===== config.mk =====
export PLATFORM = sky130hd
export DESIGN_NAME = pipe_stage_reg
export DESIGN_NICKNAME = d
export VERILOG_FILES = /design/src/rtl/pipe_stage_reg.sv
export SDC_FILE = /design/constraint.sdc
export NUM_CORES = 1
export LEC_CHECK = 0
export CORE_ASPECT_RATIO = 0.7
export CORE_UTILIZATION = 45
export CTS_BUF_LIST = sky130_fd_sc_hd__clkbuf_8
export CTS_CLUSTER_SIZE = 20
export DETAILED_ROUTE_END_ITERATION = 10
export PLACE_DENSITY = 0.82
export RECOVER_POWER = 100
export SETUP_SLACK_MARGIN = 0.1
export SYNTH_ARGS = -nofsm -noshare
export SYNTH_HDL_FRONTEND = slang
export SYNTH_SLANG_ARGS = --single-unit

===== constraint.sdc =====
create_clock -name clk -period 3.14 [get_ports clk]
set_input_delay 0.314 -clock clk [delete_from_list [all_inputs] [get_ports clk]]
set_output_delay 0.314 -clock clk [all_outputs]
set_load 0.01 [all_outputs]

===== src/rtl/pipe_stage_reg.sv =====
// Valid/ready pipeline register with optional 2-entry skid buffer; one cycle from accept to o_valid.
// SKID=1 decodes o_ready from the state register only; SKID=0 passes i_ready through combinationally.
module pipe_stage_reg #(
   parameter int               WIDTH        = 32,
   parameter bit               SKID         = 1'b1,
   parameter logic [WIDTH-1:0] RESET_VALUE  = '0,
   parameter bit               ZERO_INVALID = 1'b0
) (
   input  logic             clk,
   input  logic             reset,
   input  logic             i_flush,
   input  logic [WIDTH-1:0] i_data,
   input  logic             i_valid,
   output logic             o_ready,
   output logic [WIDTH-1:0] o_data,
   output logic             o_valid,
   input  logic             i_ready,
   output logic [1:0]       o_count
);

   typedef enum logic [1:0] {
      S_EMPTY = 2'd0,
      S_ONE   = 2'd1,
      S_TWO   = 2'd2
   } state_e;

   state_e           state_q, state_d;
   logic [WIDTH-1:0] main_q, main_d;
   logic [WIDTH-1:0] skid_q;
   logic             acc, ret;

   assign o_valid = (state_q != S_EMPTY);
   assign acc     = i_valid & o_ready;
   assign ret     = o_valid & i_ready;

   generate
      if (SKID) begin : g_ready_reg
         assign o_ready = ~reset & (state_q != S_TWO);
      end else begin : g_ready_comb
         assign o_ready = ~reset & (~o_valid | i_ready);
      end
   endgenerate

   always_comb begin
      state_d = state_q;
      main_d  = main_q;
      if (i_flush) begin
         state_d = S_EMPTY;
      end else begin
         case (state_q)
            S_EMPTY: begin
               if (acc) begin
                  state_d = S_ONE;
                  main_d  = i_data;
               end
            end
            S_ONE: begin
               if (acc && ret) begin
                  main_d = i_data;
               end else if (acc && SKID) begin
                  state_d = S_TWO;
               end else if (ret) begin
                  state_d = S_EMPTY;
               end
            end
            S_TWO: begin
               // Skid entry is older than anything accepted later, so it moves up first.
               if (ret) begin
                  state_d = S_ONE;
                  main_d  = skid_q;
               end
            end
            default: state_d = S_EMPTY;
         endcase
      end
   end

   always_ff @(posedge clk) begin
      if (reset) begin
         state_q <= S_EMPTY;
         main_q  <= RESET_VALUE;
      end else begin
         state_q <= state_d;
         main_q  <= main_d;
      end
   end

   generate
      if (SKID) begin : g_skid
         always_ff @(posedge clk) begin
            if (reset) begin
               skid_q <= RESET_VALUE;
            end else if (!i_flush && (state_q == S_ONE) && acc && !ret) begin
               skid_q <= i_data;
            end
         end
      end else begin : g_no_skid
         assign skid_q = RESET_VALUE;
      end
   endgenerate

   assign o_count = {(SKID && (state_q == S_TWO)), (state_q == S_ONE)};

   generate
      if (ZERO_INVALID) begin : g_mask
         assign o_data = main_q & {WIDTH{o_valid}};
      end else begin : g_nomask
         assign o_data = main_q;
      end
   endgenerate

endmodule


==> run_summary.xml <==
<?xml version="1.0" encoding="UTF-8"?>
<metrics>
  <group name="global_routing">
    <metric name="grt_max_degree" unit="">66</metric>
    <metric name="via_count_of_the_first_global_routing_pass" unit="">2720</metric>
    <metric name="grt_antenna_before_repair" unit="">0</metric>
    <metric name="grt_use_total" unit="%">23.07</metric>
    <metric name="wire_length_of_the_first_global_routing_pass" unit="um">13020</metric>
    <metric name="grt_overflow_total" unit="">0</metric>
  </group>
  <group name="synth">
    <metric name="synthCells" unit="">351</metric>
    <metric name="ys_seq_elements" unit="">66</metric>
    <metric name="syn-cell-area" unit="um^2">3132</metric>
    <metric name="synth_top_area_share" unit="%">42.19</metric>
    <metric name="synth_seq_area_share" unit="%">42.19</metric>
    <metric name="yosysWarnings" unit="">0</metric>
    <metric name="netlist.top_cell.by_area" unit="">sky130_fd_sc_hd__dfxtp_1</metric>
    <metric name="synthesis.nets" unit="">388</metric>
    <metric name="yosysUniqueCellTypes" unit="">27</metric>
    <metric name="ys_top_cells_by_area" unit="">sky130_fd_sc_hd__dfxtp_1, sky130_fd_sc_hd__mux2i_1, sky130_fd_sc_hd__o211ai_1</metric>
    <metric name="synth_area_per_cell" unit="um^2">8.922</metric>
  </group>
  <group name="cts">
    <metric name="buffer_depth_of_the_longest_clock_path" unit="">2</metric>
    <metric name="cts_root_buf" unit="">sky130_fd_sc_hd__clkbuf_8</metric>
    <metric name="cts_setup_buffers" unit="">0</metric>
    <metric name="clock_sinks" unit="">66</metric>
    <metric name="cts_tree" unit="">done</metric>
    <metric name="clock_latency" unit="ns">0.36</metric>
    <metric name="cts-buffers-inserted" unit="">9</metric>
    <metric name="cts.hold.buffers_added" unit="">0</metric>
    <metric name="cts_resized" unit="">0</metric>
    <metric name="htreeDepth" unit="">3</metric>
    <metric name="cts.clk_slew.worst_paths" unit="ns">0.08</metric>
  </group>
  <group name="floorplan">
    <metric name="num_rows" unit="">25</metric>
    <metric name="effective_utilization_at_floorplan" unit="%">46.57</metric>
    <metric name="die-height" unit="um">71.80</metric>
    <metric name="die_width" unit="um">101.7</metric>
    <metric name="core_area" unit="um^2">6725</metric>
    <metric name="design.die.area" unit="um^2">7302</metric>
    <metric name="floorplan.io_pins" unit="">73</metric>
  </group>
  <group name="drt">
    <metric name="drt_first_pass_iters" unit="">4</metric>
    <metric name="wirelength" unit="um">8079</metric>
    <metric name="final_antenna_net_count" unit="">0</metric>
    <metric name="route.detailed.drc" unit="">0</metric>
    <metric name="routed-via-count" unit="">2844</metric>
    <metric name="drt-vias-per-instance" unit="">5.654</metric>
    <metric name="detail_route.wl_per_cell" unit="um">16.06</metric>
    <metric name="initialDrtViolationCount" unit="">275</metric>
  </group>
  <group name="critical_path">
    <metric name="critPathCaptureType" unit="">output pin</metric>
    <metric name="cp_max_fo" unit="">21</metric>
    <metric name="cp-start-kind" unit="">flip-flop</metric>
    <metric name="worst_ep_required_time" unit="ns">2.83</metric>
    <metric name="worstPathArrival" unit="ns">2.39</metric>
    <metric name="worst-setup-path-type" unit="">reg -&gt; out</metric>
  </group>
  <group name="power_and_ir_drop">
    <metric name="static-leakage-power" unit="nW">1.619</metric>
    <metric name="totalPowerFinal" unit="mW">1.993</metric>
    <metric name="worst_ir_drop_vdd" unit="V">0.0002491</metric>
    <metric name="p_per_area" unit="nW/um^2">484.4</metric>
  </group>
  <group name="timing">
    <metric name="unrepaired_setup_endpoints_after_global_routing" unit="">no</metric>
    <metric name="worst-slew-pin-transition" unit="ns">1.924</metric>
    <metric name="whs" unit="ns">0.4579</metric>
    <metric name="fin_crit_share" unit="%">86.02</metric>
    <metric name="final.setup.tns" unit="ns">0</metric>
    <metric name="clock_period_minus_final_worst_setup_slack" unit="ns">2.701</metric>
    <metric name="slew_viol_final" unit="">66</metric>
    <metric name="setup_viol_count_final" unit="">0</metric>
    <metric name="max_slew_margin_vs_limit" unit="%">-28.40</metric>
    <metric name="finalHoldViolCount" unit="">0</metric>
    <metric name="finalClockSkew" unit="ns">0.007736</metric>
    <metric name="max_freq" unit="MHz">370.2</metric>
  </group>
  <group name="hold_path">
    <metric name="hold_path_class" unit="">reg -&gt; reg</metric>
  </group>
  <group name="layout">
    <metric name="area_delta_synth_final" unit="%">31.36</metric>
    <metric name="final_layout_size_suffix_gt1_share" unit="%">13.94</metric>
    <metric name="design.final.nets" unit="">441</metric>
    <metric name="num_antenna_cells" unit="">0</metric>
  </group>
  <group name="placed_design">
    <metric name="dp.final_hpwl" unit="um">4980</metric>
    <metric name="gp_congestion" unit="">0.7230</metric>
    <metric name="port_buffers" unit="">72</metric>
  </group>
  <group name="flow_run">
    <metric name="maxCapViolations" unit="">1</metric>
  </group>
  <group name="status">
    <metric name="failed_checks" unit="">capacitance limit, slew limit</metric>
    <metric name="result_of_the_run" unit="">finished with violations</metric>
  </group>
</metrics>
cell families (layout without fill, tap and decap cells):
| group | after synthesis | count (layout) | share of synthesized area (%) |
|---|---|---|---|
| buf+inv | 41 | 99 | 6.073 |
| simple gates | 111 | 111 | 21.97 |
| mux | 33 | 33 | 10.55 |
| flops | 66 | 66 | 42.19 |
| compound gates | 100 | 100 | 19.22 |
placed cells by master (no fill, tap or decap), drive strengths merged:
master         Yosys  final
or3b              33     33
o21ai             32     32
nand3             32     32
clkinv             0      2
nor4b              2      2
clkbuf            24      9
dfxtp             66     66
a21oi             34     34
buf               15     10
dlygate4sd3        0     35
and4bb             1      1
and3b              1      1
o31ai              1      1
nand2b             1      1
o211a              1      1
bufinv             0      3
nor2b              3      3
nand2             33     33
nor4               1      1
o211ai            32     32
clkdlybuf4s50      0     36
or2                1      1
nor2               2      2
or4b               1      1
inv                2      4
mux2i             33     33
where the power goes:
group	total, mW	switching (mW)	internal [mW]
Sequential	0.872	0.0136	0.859
Combinational	0.223	0.111	0.112
Clock	0.897	0.362	0.535
worst paths after layout:
kind | start | to | slack [ns] | cells past startpoint
worst max-delay path | state_q[0] | o_ready | 0.44 | 4
worst min-delay path | o_data[29] | o_data[29] | 0.46 | 2
worst max register to register | state_q[0] | skid_q[3] | 0.81 | 3
worst min register to register | o_data[29] | o_data[29] | 0.46 | 2
registers in the layout (all words and copies together), names as in the netlist:
register / flops
o_data: 32
skid_q: 32
state_q: 2
layout make-up:
cell class | count | area [um^2]
multi-input cells | 244 | 1623
inverters | 2 | 7.507
clock inverters | 7 | 125.1
flip-flops and latches | 66 | 1321
fillers | 559 | 2611
well taps | 94 | 117.6
repair buffers | 81 | 795.8
clock buffers | 9 | 123.9
critical path: stages (launching register included):
cell                              delay [ns]
sky130_fd_sc_hd__dfxtp_1                0.52
sky130_fd_sc_hd__nor2b_1                0.62
sky130_fd_sc_hd__buf_4                  0.32
sky130_fd_sc_hd__nor2_1                 0.06
sky130_fd_sc_hd__clkdlybuf4s50_1        0.50
layer usage:
metal  track usage (%)  wire (um)
met1             30.66       3613
met2             35.89       3802
met3             6.146        575
met4             8.696         88
met5                 0          0
stage by stage:
stage	worst slack (ns)	instance area (um^2)	cells	util [%]
global placement	0.7928	3867	487	57.51
floorplan	1.682	3132	351	-
finish	0.4390	4114	503	61.17
CTS	0.5880	4116	503	61.21
global route	0.3460	4114	503	61.17
detailed placement	0.6960	3867	487	57.51
cell usage after synthesis, drive strengths merged:
library cell	count
mux2i	33
nor2b	3
or4b	1
nand2b	1
inv	2
and3b	1
and4bb	1
nor4b	2
o31ai	1
o21ai	32
o211a	1
or3b	33
nand2	33
nor4	1
clkbuf	24
dfxtp	66
buf	15
nand3	32
o211ai	32
a21oi	34
nor2	2
or2	1
Power figures use the tool's default switching activity.
